`config.mk`:
```
export PLATFORM = sky130hd
export DESIGN_NAME = maxfinder_ctrl
export DESIGN_NICKNAME = d
export VERILOG_FILES = /design/src/rtl/maxfinder_pkg.sv /design/src/rtl/maxfinder_track.sv /design/src/rtl/maxfinder_ctrl.sv
export SDC_FILE = /design/constraint.sdc
export NUM_CORES = 1
export LEC_CHECK = 0
export ABC_AREA = 0
export BUFFER_PORTS_ARGS = -buffer_cell sky130_fd_sc_hd__buf_2
export CAP_MARGIN = 20
export CORE_AREA = 2 2 66 68
export CTS_CLUSTER_SIZE = 28
export DETAILED_ROUTE_END_ITERATION = 16
export DIE_AREA = 0 0 68 70
export PLACE_DENSITY = 0.6
export SYNTH_ARGS = -nofsm -noshare
export SYNTH_HDL_FRONTEND = slang
export SYNTH_SLANG_ARGS = --single-unit
```
`constraint.sdc`:
```
create_clock -name clk -period 4.7 [get_ports clk]
set_input_delay 0.94 -clock clk [delete_from_list [all_inputs] [get_ports clk]]
set_output_delay 0.94 -clock clk [all_outputs]
set_load 0.1 [all_outputs]
```
`src/rtl/maxfinder_pkg.sv`:
```
// Shared types and helpers for the maxfinder controller slice.
// Scan states, default widths and the range-length calculation.
package maxfinder_pkg;

   localparam int AW_DEF = 4;
   localparam int DW_DEF = 4;

   typedef enum logic [1:0] {
      IDLE,
      SCAN,
      DRAIN
   } state_t;

   // Number of entries in an inclusive, wrapping address range: 1..2^aw.
   function automatic int unsigned scan_len(input int unsigned first,
                                            input int unsigned last,
                                            input int unsigned aw);
      return ((last - first) & ((32'd1 << aw) - 32'd1)) + 32'd1;
   endfunction

endpackage

```
`src/rtl/maxfinder_track.sv`:
```
// Running-extremum register: keeps the best value seen and its address.
// GREATER=1 tracks the maximum, GREATER=0 the minimum; ties keep the older entry.
module maxfinder_track
   import maxfinder_pkg::*;
#(
   parameter int AW      = AW_DEF,
   parameter int DW      = DW_DEF,
   parameter bit GREATER = 1'b1
) (
   input  logic          clk,
   input  logic          reset,
   input  logic          en,
   input  logic          load,
   input  logic [DW-1:0] data,
   input  logic [AW-1:0] addr,
   output logic [DW-1:0] best_val,
   output logic [AW-1:0] best_addr
);

   logic better;

   always_comb begin
      better = GREATER ? (data > best_val) : (data < best_val);
   end

   // The first sample of a scan loads unconditionally; later ones must strictly win.
   always_ff @(posedge clk or posedge reset) begin
      if (reset) begin
         best_val  <= '0;
         best_addr <= '0;
      end else if (en && (load || better)) begin
         best_val  <= data;
         best_addr <= addr;
      end
   end

endmodule

```
`src/rtl/maxfinder_ctrl.sv`:
```
// Scans a wrapping address range of a synchronous-read ROM and reports the extremum.
// Define MIN_TRACK_EN to add min_val/min_addr alongside the maximum.
module maxfinder_ctrl
   import maxfinder_pkg::*;
#(
   parameter int AW = AW_DEF,
   parameter int DW = DW_DEF
) (
   input  logic          clk,
   input  logic          reset,
   input  logic          start,
   input  logic [AW-1:0] first_addr,
   input  logic [AW-1:0] last_addr,
   output logic [AW-1:0] rom_addr,
   input  logic [DW-1:0] rom_dout,
   output logic          busy,
   output logic          done,
   output logic [DW-1:0] max_val,
`ifdef MIN_TRACK_EN
   output logic [AW-1:0] max_addr,
   output logic [DW-1:0] min_val,
   output logic [AW-1:0] min_addr
`else
   output logic [AW-1:0] max_addr
`endif
);

   state_t        state, state_nx;
   logic [AW-1:0] remaining, remaining_nx;
   logic [AW-1:0] rom_addr_nx;
   logic [AW-1:0] addr_d, addr_d_nx;
   logic          valid_d, valid_nx;
   logic          first_pend, first_pend_nx;
   logic          busy_nx, done_nx;

   // A start seen while done is still high belongs to the finishing scan and is dropped.
   always_comb begin
      state_nx      = state;
      remaining_nx  = remaining;
      rom_addr_nx   = rom_addr;
      addr_d_nx     = addr_d;
      valid_nx      = 1'b0;
      first_pend_nx = first_pend;
      busy_nx       = busy;
      done_nx       = 1'b0;

      if (valid_d) begin
         first_pend_nx = 1'b0;
      end

      case (state)
         IDLE: begin
            if (start && !done) begin
               rom_addr_nx   = first_addr;
               remaining_nx  = AW'(scan_len(32'(first_addr), 32'(last_addr), AW) - 32'd1);
               busy_nx       = 1'b1;
               first_pend_nx = 1'b1;
               state_nx      = SCAN;
            end
         end
         SCAN: begin
            valid_nx  = 1'b1;
            addr_d_nx = rom_addr;
            if (remaining == '0) begin
               state_nx = DRAIN;
            end else begin
               rom_addr_nx  = rom_addr + AW'(1);
               remaining_nx = remaining - AW'(1);
            end
         end
         DRAIN: begin
            done_nx  = 1'b1;
            busy_nx  = 1'b0;
            state_nx = IDLE;
         end
         default: begin
            state_nx = IDLE;
         end
      endcase
   end

   always_ff @(posedge clk or posedge reset) begin
      if (reset) begin
         state      <= IDLE;
         remaining  <= '0;
         rom_addr   <= '0;
         addr_d     <= '0;
         valid_d    <= 1'b0;
         first_pend <= 1'b0;
         busy       <= 1'b0;
         done       <= 1'b0;
      end else begin
         state      <= state_nx;
         remaining  <= remaining_nx;
         rom_addr   <= rom_addr_nx;
         addr_d     <= addr_d_nx;
         valid_d    <= valid_nx;
         first_pend <= first_pend_nx;
         busy       <= busy_nx;
         done       <= done_nx;
      end
   end

   maxfinder_track #(.AW(AW), .DW(DW), .GREATER(1'b1)) u_max (
      .clk       (clk),
      .reset     (reset),
      .en        (valid_d),
      .load      (first_pend),
      .data      (rom_dout),
      .addr      (addr_d),
      .best_val  (max_val),
      .best_addr (max_addr)
   );

`ifdef MIN_TRACK_EN
   maxfinder_track #(.AW(AW), .DW(DW), .GREATER(1'b0)) u_min (
      .clk       (clk),
      .reset     (reset),
      .en        (valid_d),
      .load      (first_pend),
      .data      (rom_dout),
      .addr      (addr_d),
      .best_val  (min_val),
      .best_addr (min_addr)
   );
`else
`endif

endmodule

```
==> flow_results.xml, run 1 <==
<?xml version="1.0" encoding="UTF-8"?>
<metrics>
  <group name="sta">
    <metric name="rsz0062_at_grt" unit="">false</metric>
    <metric name="fin_setup_tns" unit="ps">0</metric>
    <metric name="fin_skew" unit="ps">3.310</metric>
    <metric name="timing.final.crit_period" unit="ps">2226</metric>
    <metric name="final-setup-viol-count" unit="">0</metric>
    <metric name="worst_slew_pin_slew" unit="ps">947.2</metric>
    <metric name="max_clock_freq" unit="MHz">449.2</metric>
    <metric name="slew_limit_headroom" unit="%">35.96</metric>
    <metric name="final_max_slew_viol_count" unit="">0</metric>
    <metric name="finalCritPeriodShare" unit="%">47.36</metric>
    <metric name="report.final.hold_viol_count" unit="">0</metric>
  </group>
  <group name="routing">
    <metric name="antenna_left" unit="">0</metric>
    <metric name="num_vias" unit="">1018</metric>
    <metric name="drtIter0Drc" unit="">33</metric>
    <metric name="totalWireLength" unit="mm">2.725</metric>
    <metric name="drt-wirelength-per-cell" unit="um">13.04</metric>
    <metric name="via_per_inst" unit="">4.871</metric>
    <metric name="post-route-drc-count" unit="">0</metric>
    <metric name="drt_pass1_iterations" unit="">2</metric>
  </group>
  <group name="grt">
    <metric name="antenna_found_initial" unit="">0</metric>
    <metric name="gr-total-overflow" unit="">0</metric>
    <metric name="combined_global_route_utilization_of_all_metal_layers" unit="%">12.64</metric>
    <metric name="wire_length_of_the_first_global_routing_pass" unit="mm">4.560</metric>
    <metric name="first_global_vias" unit="">1031</metric>
    <metric name="grt_start_max_net_pins" unit="">27</metric>
  </group>
  <group name="worst_hold_path">
    <metric name="worstHoldPathType" unit="">reg -&gt; reg</metric>
    <metric name="holdPathStages" unit="">1</metric>
    <metric name="hold-path-endpoint" unit="">first_pend$_DFF_PP0_</metric>
    <metric name="holdCritStartpoint" unit="">valid_d$_DFF_PP0_</metric>
  </group>
  <group name="clock_network">
    <metric name="number_of_setup_buffers_added_after_cts" unit="">0</metric>
    <metric name="insertion_delay" unit="ps">270</metric>
    <metric name="clk_pin_slew_worst_paths" unit="ps">90</metric>
    <metric name="cts_buffer_depth" unit="">2</metric>
    <metric name="cts_tree" unit="">built</metric>
    <metric name="cts_made_buffers" unit="">3</metric>
    <metric name="cts-hold-fix-buffers" unit="">0</metric>
    <metric name="clock_sink_count" unit="">26</metric>
    <metric name="post_cts.resized_instances" unit="">0</metric>
    <metric name="cts.htree.levels" unit="">1</metric>
    <metric name="buffer_cell_driving_the_clock_tree_root" unit="">sky130_fd_sc_hd__clkbuf_8</metric>
  </group>
  <group name="placed_design">
    <metric name="place_congestion" unit="">0.7765</metric>
    <metric name="port_buffers" unit="">28</metric>
    <metric name="detailed_place_hpwl" unit="mm">2.052</metric>
  </group>
  <group name="yosys">
    <metric name="synth.cell_area" unit="um2">1344</metric>
    <metric name="post_synthesis_net_count" unit="">151</metric>
    <metric name="yosys.area.top_type_share" unit="%">48.42</metric>
    <metric name="yosysSeqAreaShare" unit="%">48.42</metric>
    <metric name="yosys-top-cells-area" unit="">sky130_fd_sc_hd__dfrtp_1, sky130_fd_sc_hd__ha_1, sky130_fd_sc_hd__mux2_2, sky130_fd_sc_hd__nand2_1, sky130_fd_sc_hd__inv_1</metric>
    <metric name="synth-seq-cells" unit="">26</metric>
    <metric name="syn_avg_cell_area" unit="um2">10.66</metric>
    <metric name="syn_inst" unit="">126</metric>
    <metric name="synth.largest_area_cell" unit="">sky130_fd_sc_hd__dfrtp_1</metric>
    <metric name="distinct_cell_type_count_after_synthesis" unit="">34</metric>
    <metric name="ys_warn_count" unit="">0</metric>
  </group>
  <group name="setup_path">
    <metric name="worst_ep_arrival_time" unit="ps">2390</metric>
    <metric name="worstSetupPathType" unit="">in -&gt; reg</metric>
    <metric name="cp-end-kind" unit="">flop</metric>
    <metric name="crit_required" unit="ps">4870</metric>
    <metric name="r2r_slack" unit="ps">2830</metric>
    <metric name="critical_path.reg2reg.endpoint" unit="">u_max.best_val[0]$_DFFE_PP0P_</metric>
    <metric name="reg2reg_depth" unit="">6</metric>
    <metric name="worst_setup_path_start_kind" unit="">input port</metric>
    <metric name="worst_r2r_startpoint" unit="">u_max.best_val[3]$_DFFE_PP0P_</metric>
    <metric name="worstPathMaxFanout" unit="">8</metric>
  </group>
  <group name="final_layout">
    <metric name="fraction_of_layout_cells_with_a_size_suffix_above_1" unit="%">30.57</metric>
    <metric name="layout.filler_cells" unit="">429</metric>
    <metric name="finalNetCount" unit="">183</metric>
    <metric name="layout.cells.most_common_list" unit="">sky130_fd_sc_hd__buf_2, sky130_fd_sc_hd__dfrtp_1, sky130_fd_sc_hd__nand2_1, sky130_fd_sc_hd__inv_1, sky130_fd_sc_hd__ha_1</metric>
    <metric name="multi_input_comb_area" unit="um2">621.8</metric>
    <metric name="leading_cell_type_in_the_layout_fill_and_taps_excluded" unit="">sky130_fd_sc_hd__buf_2</metric>
    <metric name="final-seq-area" unit="um2">650.6</metric>
    <metric name="antenna-diode-count" unit="">0</metric>
    <metric name="area_growth" unit="%">21.23</metric>
  </group>
  <group name="floorplanning">
    <metric name="die_height" unit="um">70</metric>
    <metric name="floorplan.core_area" unit="um2">4144</metric>
    <metric name="initial_utilization" unit="%">32.43</metric>
    <metric name="fp-row-count" unit="">24</metric>
    <metric name="floorplan.die_area" unit="um2">4760</metric>
    <metric name="die_w" unit="um">68</metric>
    <metric name="io_pins" unit="">29</metric>
  </group>
  <group name="run_status">
    <metric name="outcome" unit="">completed</metric>
  </group>
  <group name="job">
    <metric name="max_cap_viol_count" unit="">0</metric>
  </group>
</metrics>
worst max-delay path by stage:
stage	from	endpoint	slack, ps	cells after the start
floorplan	u_max.best_val[3]$_DFFE_PP0P_	u_max.best_val[0]$_DFFE_PP0P_	2360	6
global placement	rom_dout[3]	u_max.best_addr[0]$_DFFE_PP0P_	2280	6
detailed placement	rom_dout[3]	u_max.best_val[0]$_DFFE_PP0P_	2170	6
CTS	rom_dout[3]	u_max.best_val[0]$_DFFE_PP0P_	2470	6
global route	rom_dout[3]	u_max.best_val[1]$_DFFE_PP0P_	2410	6
finish	rom_dout[3]	u_max.best_val[0]$_DFFE_PP0P_	2470	6
state kept, by name, summed over array words and instances, names as in the netlist:
name	cells
state	2
first_pend	1
addr_d	4
u_max.best_val	4
u_max.best_addr	4
valid_d	1
rom_addr	4
remaining	4
done	1
busy	1
layer usage:
layer	up-vias	share of wire (%)	GRT usage, %
met5	-	0	0
met4	0	0.92	3.333
li1	497	-	-
met3	4	5.6	4.026
met1	489	47	15.61
met2	28	47	20.93
synth_stat cells:
master,count
sky130_fd_sc_hd__o21ai_1,2
sky130_fd_sc_hd__o21bai_1,1
sky130_fd_sc_hd__nor2_1,6
sky130_fd_sc_hd__nor2b_1,1
sky130_fd_sc_hd__nor3_1,1
sky130_fd_sc_hd__a211oi_2,1
sky130_fd_sc_hd__nand2b_1,1
sky130_fd_sc_hd__o22ai_1,4
sky130_fd_sc_hd__nor4b_1,1
sky130_fd_sc_hd__buf_4,1
sky130_fd_sc_hd__xor2_1,3
sky130_fd_sc_hd__or4b_4,1
sky130_fd_sc_hd__o21ai_4,1
sky130_fd_sc_hd__a211oi_1,2
sky130_fd_sc_hd__and2b_2,1
sky130_fd_sc_hd__or3b_2,1
sky130_fd_sc_hd__a21oi_1,6
sky130_fd_sc_hd__o31ai_1,1
sky130_fd_sc_hd__inv_1,13
sky130_fd_sc_hd__o21ai_0,5
sky130_fd_sc_hd__a21oi_2,1
sky130_fd_sc_hd__a31o_2,1
sky130_fd_sc_hd__fa_1,1
sky130_fd_sc_hd__and3_1,1
sky130_fd_sc_hd__ha_1,9
sky130_fd_sc_hd__dfrtp_1,26
sky130_fd_sc_hd__xnor2_1,2
sky130_fd_sc_hd__clkinv_1,1
sky130_fd_sc_hd__o32ai_1,1
sky130_fd_sc_hd__buf_6,1
sky130_fd_sc_hd__nand2_1,17
sky130_fd_sc_hd__mux2_2,8
sky130_fd_sc_hd__nor3b_1,1
sky130_fd_sc_hd__o211ai_1,3
area by class of cell:
| class | instances | share of cell area (%) |
|---|---|---|
| timing repair buffer | 29 | 10.29 |
| multi-input combinational | 84 | 38.17 |
| inverter | 14 | 3.226 |
| clock buffer | 3 | 2.535 |
| sequential | 26 | 39.94 |
| tap | 52 | 3.994 |
| clock inverter | 1 | 1.843 |
metrics by stage:
stage                     setup slack, ps  std cells  area (um2)  util, %  hold slack [ps]
after floorplan                      2360        126        1344        -            424.4
after global placement               2278        204        1530    36.93            452.6
after detailed placement             2170        204        1530    36.93            458.2
after CTS                            2468        208        1602    38.65            477.8
after global routing                 2406        209        1629    39.31            514.3
final                                2474        209        1629    39.31            474.0
critical path, stage by stage:
cell and delay, ps:
sky130_fd_sc_hd__buf_2 110, sky130_fd_sc_hd__ha_1 300, sky130_fd_sc_hd__nand2_1 80, sky130_fd_sc_hd__o21bai_1 170, sky130_fd_sc_hd__a21oi_2 410, sky130_fd_sc_hd__mux2_2 390
logic make-up (layout without fill, tap and decap cells):
logic type               count (synthesis)  count (layout)  synth area share [%]
buffers and inverters                   16              47                 5.307
AND/OR/NAND/NOR                         32              32                 11.73
multiplexers                             8               8                 6.704
adder cells (fa/ha/maj)                 10              10                 9.870
AO/OA/AOI/OAI                           29              29                 14.71
flip-flops                              26              26                 48.42
XOR/XNOR                                 5               5                 3.259
Power of run 1 is not shown: default switching activity piles up to over one toggle a cycle in this logic, so the estimate is an artifact.
==> run 2: changes to the inputs <==
--- a/config.mk
+++ b/config.mk
@@ -12,7 +12,7 @@
 export CTS_CLUSTER_SIZE = 28
 export DETAILED_ROUTE_END_ITERATION = 16
 export DIE_AREA = 0 0 68 70
-export PLACE_DENSITY = 0.6
+export PLACE_DENSITY = 0.62
 export SYNTH_ARGS = -nofsm -noshare
 export SYNTH_HDL_FRONTEND = slang
 export SYNTH_SLANG_ARGS = --single-unit
==> constraint.sdc (replaced) <==
create_clock -name clk -period 1.9 [get_ports clk]
set_input_delay 0.38 -clock clk [delete_from_list [all_inputs] [get_ports clk]]
set_output_delay 0.38 -clock clk [all_outputs]
set_load 0.1 [all_outputs]
==> run 2 against run 1 <==
  * Routed wire length down 3.0%
  * Utilization rose by 2.1 points
  * Global-route usage up 0.14 points
  * Design area grew 5.3%
==> flow_results.xml, run 2 (synthesis results as in run 1) <==
<?xml version="1.0" encoding="UTF-8"?>
<metrics>
  <group name="run_status">
    <metric name="outcome" unit="">completed</metric>
  </group>
  <group name="grt">
    <metric name="wire_length_of_the_first_global_routing_pass" unit="mm">4.678</metric>
    <metric name="grt_start_max_net_pins" unit="">16</metric>
    <metric name="combined_global_route_utilization_of_all_metal_layers" unit="%">12.77</metric>
    <metric name="gr-total-overflow" unit="">0</metric>
    <metric name="antenna_found_initial" unit="">0</metric>
    <metric name="first_global_vias" unit="">1039</metric>
  </group>
  <group name="setup_path">
    <metric name="setup.worst_path.end" unit="">u_max.best_addr[2]$_DFFE_PP0P_</metric>
    <metric name="worstSetupStartpoint" unit="">u_max.best_val[1]$_DFFE_PP0P_</metric>
    <metric name="cp-end-kind" unit="">flop</metric>
    <metric name="worst_ep_arrival_time" unit="ps">1930</metric>
    <metric name="worst_r2r_startpoint" unit="">u_max.best_val[1]$_DFFE_PP0P_</metric>
    <metric name="worstPathMaxFanout" unit="">8</metric>
    <metric name="critical_path.reg2reg.endpoint" unit="">u_max.best_addr[2]$_DFFE_PP0P_</metric>
    <metric name="r2r_slack" unit="ps">140</metric>
    <metric name="reg2reg_depth" unit="">6</metric>
    <metric name="crit_required" unit="ps">2060</metric>
    <metric name="worstSetupPathType" unit="">reg -&gt; reg</metric>
    <metric name="worst_setup_path_start_kind" unit="">flop</metric>
  </group>
  <group name="clock_network">
    <metric name="cts_made_buffers" unit="">3</metric>
    <metric name="cts_tree" unit="">built</metric>
    <metric name="cts-hold-fix-buffers" unit="">0</metric>
    <metric name="insertion_delay" unit="ps">270</metric>
    <metric name="post_cts.resized_instances" unit="">0</metric>
    <metric name="buffer_cell_driving_the_clock_tree_root" unit="">sky130_fd_sc_hd__clkbuf_8</metric>
    <metric name="clk_pin_slew_worst_paths" unit="ps">90</metric>
    <metric name="number_of_setup_buffers_added_after_cts" unit="">0</metric>
    <metric name="cts_buffer_depth" unit="">2</metric>
    <metric name="clock_sink_count" unit="">26</metric>
    <metric name="cts.htree.levels" unit="">1</metric>
  </group>
  <group name="routing">
    <metric name="post-route-drc-count" unit="">0</metric>
    <metric name="drt_pass1_iterations" unit="">4</metric>
    <metric name="drt-wirelength-per-cell" unit="um">12.47</metric>
    <metric name="num_vias" unit="">1028</metric>
    <metric name="totalWireLength" unit="mm">2.643</metric>
    <metric name="drtIter0Drc" unit="">35</metric>
    <metric name="via_per_inst" unit="">4.849</metric>
    <metric name="antenna_left" unit="">0</metric>
  </group>
  <group name="floorplanning">
    <metric name="floorplan.core_area" unit="um2">4144</metric>
    <metric name="fp-row-count" unit="">24</metric>
    <metric name="die_w" unit="um">68</metric>
    <metric name="floorplan.die_area" unit="um2">4760</metric>
    <metric name="io_pins" unit="">29</metric>
    <metric name="initial_utilization" unit="%">32.43</metric>
    <metric name="die_height" unit="um">70</metric>
  </group>
  <group name="job">
    <metric name="max_cap_viol_count" unit="">0</metric>
  </group>
  <group name="final_layout">
    <metric name="fraction_of_layout_cells_with_a_size_suffix_above_1" unit="%">38.75</metric>
    <metric name="layout.cells.most_common_list" unit="">sky130_fd_sc_hd__buf_2, sky130_fd_sc_hd__dfrtp_1, sky130_fd_sc_hd__nand2_1, sky130_fd_sc_hd__inv_1</metric>
    <metric name="leading_cell_type_in_the_layout_fill_and_taps_excluded" unit="">sky130_fd_sc_hd__buf_2</metric>
    <metric name="area_growth" unit="%">27.65</metric>
    <metric name="finalNetCount" unit="">186</metric>
    <metric name="antenna-diode-count" unit="">0</metric>
  </group>
  <group name="placed_design">
    <metric name="place_worst_setup_slack" unit="ps">81.13</metric>
    <metric name="detailed_place_hpwl" unit="mm">2.093</metric>
    <metric name="port_buffers" unit="">28</metric>
    <metric name="place_congestion" unit="">0.8006</metric>
  </group>
  <group name="sta">
    <metric name="worst_slew_pin_slew" unit="ps">490.3</metric>
    <metric name="fin_skew" unit="ps">4.324</metric>
    <metric name="report.final.hold_viol_count" unit="">0</metric>
    <metric name="finalCritPeriodShare" unit="%">92.78</metric>
    <metric name="final_max_slew_viol_count" unit="">0</metric>
    <metric name="max_clock_freq" unit="MHz">567.3</metric>
    <metric name="timing.final.crit_period" unit="ps">1763</metric>
    <metric name="rsz0062_at_grt" unit="">false</metric>
    <metric name="final-setup-viol-count" unit="">0</metric>
    <metric name="slew_limit_headroom" unit="%">67.54</metric>
    <metric name="setup_ws" unit="ps">137.2</metric>
  </group>
  <group name="worst_hold_path">
    <metric name="worstHoldPathType" unit="">in -&gt; async</metric>
  </group>
</metrics>
-- run 2: changes by cell type in the layout (fill, tap and decap cells not counted), sizes merged --
cell | before | now
buf | 29 | 32
-- run 2: per-layer routing --
layer / vias up / share of wire (%) / track usage, %
li1: 506 / - / -
met1: 486 / 47 / 16.72
met2: 34 / 47 / 20.71
met3: 2 / 5.8 / 4.187
met4: 0 / 0.42 / 2.000
met5: - / 0 / 0
-- run 2: cell type report --
class	count	area, um2
clock buffers	3	41.29
clock inverters	1	30.03
fillers	408	2429
inverters	14	52.55
multi-input cells	84	693.2
flip-flops and latches	26	663.1
well taps	52	65.06
repair buffers	32	170.2
-- run 2: how the worst min path moves through the flow --
| stage | end | start |
|---|---|---|
| final | busy$_DFFE_PP0P_ | reset |
| after global routing | busy$_DFFE_PP0P_ | reset |
| after CTS | busy$_DFFE_PP0P_ | reset |
| after detailed placement | busy$_DFFE_PP0P_ | reset |
| after global placement | busy$_DFFE_PP0P_ | reset |
| after floorplan | addr_d[0]$_DFFE_PP0P_ | reset |
-- run 2: worst max-delay path, stage by stage (launching register included) --
cell                       delay (ps)
sky130_fd_sc_hd__dfrtp_4          430
sky130_fd_sc_hd__inv_2             30
sky130_fd_sc_hd__ha_1             280
sky130_fd_sc_hd__nor2b_4          160
sky130_fd_sc_hd__o21bai_4          70
sky130_fd_sc_hd__a21oi_4          350
sky130_fd_sc_hd__mux2_4           340
-- run 2: through the flow --
step	utilization, %	cells	area, um2	setup TNS (ps)	hold slack [ps]
2_1_floorplan	-	126	1428	-170.4	420.0
3_3_place_gp	39.67	208	1644	0	409.4
3_5_place_dp	39.67	208	1644	0	407.5
4_1_cts	41.39	212	1715	0	104.9
5_1_grt	41.39	212	1715	0	123.1
6_report	41.39	212	1715	0	107.0
Power of run 2 is left out for the same reason.
==> run 3: changes to the inputs <==
--- a/config.mk
+++ b/config.mk
@@ -8,11 +8,12 @@
 export ABC_AREA = 0
 export BUFFER_PORTS_ARGS = -buffer_cell sky130_fd_sc_hd__buf_2
 export CAP_MARGIN = 20
-export CORE_AREA = 2 2 66 68
+export CORE_AREA = 2 2 67 69
 export CTS_CLUSTER_SIZE = 28
 export DETAILED_ROUTE_END_ITERATION = 16
-export DIE_AREA = 0 0 68 70
-export PLACE_DENSITY = 0.62
+export DIE_AREA = 0 0 69 71
+export PLACE_DENSITY = 0.61
 export SYNTH_ARGS = -nofsm -noshare
 export SYNTH_HDL_FRONTEND = slang
+export SYNTH_HIERARCHICAL = 1
 export SYNTH_SLANG_ARGS = --single-unit
==> run 3 against run 2 <==
  * Synthesized cell count grew 4.0%
  * Largest cell class is now sequential cells
  * Utilization shrank 1.6 points
  * Via count grew 1.4%
  * Sequential share of layout area grew 1.0 points
  * Flip-flop and latch count is the same
  * Die area grew 2.9%
  * Clock skew is essentially flat
  * Area after synthesis grew 1.2%
==> flow_results.xml, run 3 <==
<?xml version="1.0" encoding="UTF-8"?>
<metrics>
  <group name="yosys">
    <metric name="syn_avg_cell_area" unit="um2">10.38</metric>
    <metric name="ys_warn_count" unit="">6</metric>
    <metric name="synth.largest_area_cell" unit="">sky130_fd_sc_hd__dfrtp_1</metric>
    <metric name="yosys-top-cells-area" unit="">sky130_fd_sc_hd__dfrtp_1, sky130_fd_sc_hd__ha_1, sky130_fd_sc_hd__mux2_2, sky130_fd_sc_hd__nand2_1, sky130_fd_sc_hd__inv_1</metric>
    <metric name="number_of_synthesized_flops_with_an_enable_pin" unit="">0</metric>
    <metric name="synth-seq-cells" unit="">26</metric>
    <metric name="distinct_cell_type_count_after_synthesis" unit="">31</metric>
    <metric name="post_synthesis_net_count" unit="">156</metric>
    <metric name="syn_inst" unit="">131</metric>
    <metric name="yosys.area.top_type_share" unit="%">47.84</metric>
    <metric name="synth_async_sr_flop_share" unit="%">100.0</metric>
    <metric name="yosysSeqAreaShare" unit="%">47.84</metric>
    <metric name="synth-main-ff-cell" unit="">sky130_fd_sc_hd__dfrtp_1</metric>
    <metric name="synth.cell_area" unit="um2">1360</metric>
    <metric name="most_common_cell_in_the_synthesized_netlist" unit="">sky130_fd_sc_hd__dfrtp_1</metric>
    <metric name="post_synth_top_cells" unit="">sky130_fd_sc_hd__dfrtp_1, sky130_fd_sc_hd__nand2_1, sky130_fd_sc_hd__inv_1, sky130_fd_sc_hd__ha_1, sky130_fd_sc_hd__nor2_1</metric>
  </group>
  <group name="sta">
    <metric name="final_max_slew_viol_count" unit="">0</metric>
    <metric name="slew_limit_headroom" unit="%">54.89</metric>
    <metric name="final-setup-viol-count" unit="">0</metric>
    <metric name="max_clock_freq" unit="MHz">555.3</metric>
    <metric name="worst_slew_pin_slew" unit="ps">675.9</metric>
    <metric name="setup_ws" unit="ps">99.16</metric>
    <metric name="fin_skew" unit="ps">4.537</metric>
    <metric name="report.final.hold_viol_count" unit="">0</metric>
    <metric name="finalHoldWorstSlack" unit="ps">52.99</metric>
    <metric name="timing.final.crit_period" unit="ps">1801</metric>
    <metric name="rsz0062_at_grt" unit="">false</metric>
    <metric name="finalCritPeriodShare" unit="%">94.78</metric>
  </group>
  <group name="grt">
    <metric name="grt_start_max_net_pins" unit="">19</metric>
    <metric name="gr-total-overflow" unit="">0</metric>
    <metric name="antenna_found_initial" unit="">0</metric>
    <metric name="wire_length_of_the_first_global_routing_pass" unit="mm">5.126</metric>
    <metric name="first_global_vias" unit="">1094</metric>
    <metric name="combined_global_route_utilization_of_all_metal_layers" unit="%">12.83</metric>
  </group>
  <group name="clock_network">
    <metric name="cts.htree.levels" unit="">1</metric>
    <metric name="insertion_delay" unit="ps">270</metric>
    <metric name="cts_made_buffers" unit="">3</metric>
    <metric name="cts-hold-fix-buffers" unit="">0</metric>
    <metric name="cts_buffer_depth" unit="">2</metric>
    <metric name="cts_tree" unit="">built</metric>
    <metric name="buffer_cell_driving_the_clock_tree_root" unit="">sky130_fd_sc_hd__clkbuf_8</metric>
    <metric name="post_cts.resized_instances" unit="">0</metric>
    <metric name="clk_pin_slew_worst_paths" unit="ps">90</metric>
    <metric name="number_of_setup_buffers_added_after_cts" unit="">0</metric>
    <metric name="clock_sink_count" unit="">26</metric>
  </group>
  <group name="routing">
    <metric name="totalWireLength" unit="mm">2.868</metric>
    <metric name="num_vias" unit="">1042</metric>
    <metric name="drt_pass1_iterations" unit="">4</metric>
    <metric name="via_per_inst" unit="">4.847</metric>
    <metric name="antenna_left" unit="">0</metric>
    <metric name="drtIter0Drc" unit="">69</metric>
    <metric name="post-route-drc-count" unit="">0</metric>
    <metric name="drt-wirelength-per-cell" unit="um">13.34</metric>
  </group>
  <group name="job">
    <metric name="max_cap_viol_count" unit="">0</metric>
  </group>
  <group name="setup_path">
    <metric name="worst_ep_arrival_time" unit="ps">1970</metric>
    <metric name="crit_required" unit="ps">2060</metric>
    <metric name="path_cells" unit="">inv_1, ha_1, nand2_1, o21bai_1, a21oi_4, mux2_2</metric>
    <metric name="cp-end-kind" unit="">flop</metric>
    <metric name="worstPathMaxFanout" unit="">8</metric>
    <metric name="critical-path-max-stage-delay" unit="ps">430</metric>
    <metric name="worst_setup_path_start_kind" unit="">flop</metric>
    <metric name="worstSetupPathType" unit="">reg -&gt; reg</metric>
    <metric name="cpMaxStageDelayCell" unit="">sky130_fd_sc_hd__dfrtp_4</metric>
  </group>
  <group name="final_layout">
    <metric name="fraction_of_layout_cells_with_a_size_suffix_above_1" unit="%">35.58</metric>
    <metric name="layout.cells.most_common_list" unit="">sky130_fd_sc_hd__buf_2, sky130_fd_sc_hd__dfrtp_1, sky130_fd_sc_hd__nand2_1, sky130_fd_sc_hd__inv_1, sky130_fd_sc_hd__nor2_1</metric>
    <metric name="layout.filler_cells" unit="">423</metric>
    <metric name="finalNetCount" unit="">189</metric>
    <metric name="leading_cell_type_in_the_layout_fill_and_taps_excluded" unit="">sky130_fd_sc_hd__buf_2</metric>
    <metric name="area_growth" unit="%">23.09</metric>
    <metric name="antenna-diode-count" unit="">0</metric>
  </group>
  <group name="run_status">
    <metric name="outcome" unit="">completed</metric>
  </group>
  <group name="floorplanning">
    <metric name="floorplan.core_area" unit="um2">4204</metric>
    <metric name="fp-row-count" unit="">24</metric>
    <metric name="die_height" unit="um">71</metric>
    <metric name="initial_utilization" unit="%">32.35</metric>
    <metric name="floorplan.die_area" unit="um2">4899</metric>
    <metric name="io_pins" unit="">29</metric>
    <metric name="die_w" unit="um">69</metric>
  </group>
  <group name="worst_hold_path">
    <metric name="worstHoldPathType" unit="">in -&gt; async</metric>
  </group>
  <group name="placed_design">
    <metric name="place_congestion" unit="">0.8169</metric>
    <metric name="detailed_place_hpwl" unit="mm">2.200</metric>
    <metric name="place_worst_setup_slack" unit="ps">33.55</metric>
    <metric name="port_buffers" unit="">28</metric>
  </group>
</metrics>
[run 3: cell count changes after synthesis, sizes merged, moves of 2 or more]
cell,change
nor3,+5
o211ai,-3
inv,+2
nor2,+3
[run 3: cells by family after synthesis]
kind of cell             synth area share (%)
AND/OR/NAND/NOR                         14.90
flip-flops                              47.84
AO/OA/AOI/OAI                           12.42
buffers and inverters                   5.243
adder cells (fa/ha/maj)                 9.752
multiplexers                            6.624
XOR/XNOR                                3.220
[run 3: stage by stage]
step	utilization (%)	area (um2)	cells	TNS (ps)
3_5_place_dp	38.07	1600	211	0
6_report	39.82	1674	215	0
3_3_place_gp	38.07	1600	211	0
2_1_floorplan	-	1395	131	-101.7
4_1_cts	39.76	1672	215	0
5_1_grt	39.82	1674	215	0
[run 3: layout make-up]
type	count	area [um2]	share of cell area [%]
flip-flops and latches	26	664.4	39.69
well taps	52	65.06	3.886
clock buffers	3	41.29	2.466
multi-input cells	88	661.9	39.54
clock inverters	1	30.03	1.794
inverters	15	56.30	3.363
repair buffers	30	155.1	9.268
[run 3: routing by layer]
metal,routed length [um],track usage [%],vias to the layer above
met4,11,2.832,0
met5,0,0,-
met2,1423,22.76,30
met3,175,3.846,2
li1,-,-,509
met1,1258,15.43,501
[run 3: worst paths after layout]
| path | start | to | slack [ps] | cells after the start |
|---|---|---|---|---|
| setup / recovery | u_max/best_val[2]$_DFFE_PP0P_ | u_max/best_addr[3]$_DFFE_PP0P_ | 100 | 6 |
| hold reg to reg | addr_d[0]$_DFFE_PP0P_ | addr_d[0]$_DFFE_PP0P_ | 480 | 2 |
| max in group asynchronous | reset | done$_DFF_PP0_ | 1230 | 2 |
| hold / removal | reset | u_max/best_val[1]$_DFFE_PP0P_ | 50 | 2 |
| min in group clk | rom_dout[0] | u_max/best_val[0]$_DFFE_PP0P_ | 350 | 2 |
| setup reg to reg | u_max/best_val[2]$_DFFE_PP0P_ | u_max/best_addr[3]$_DFFE_PP0P_ | 100 | 6 |
[run 3: critical path: cells and delay by family, from the launching register on]
family | cells | cell delay (ps)
DFF | 1 | 430
muxes | 1 | 380
and+or+nand+nor | 1 | 70
buffers and inverters | 1 | 40
AOI/OAI and AO/OA | 2 | 510
adders and majority gates | 1 | 260
Power of run 3 is left out for the same reason.
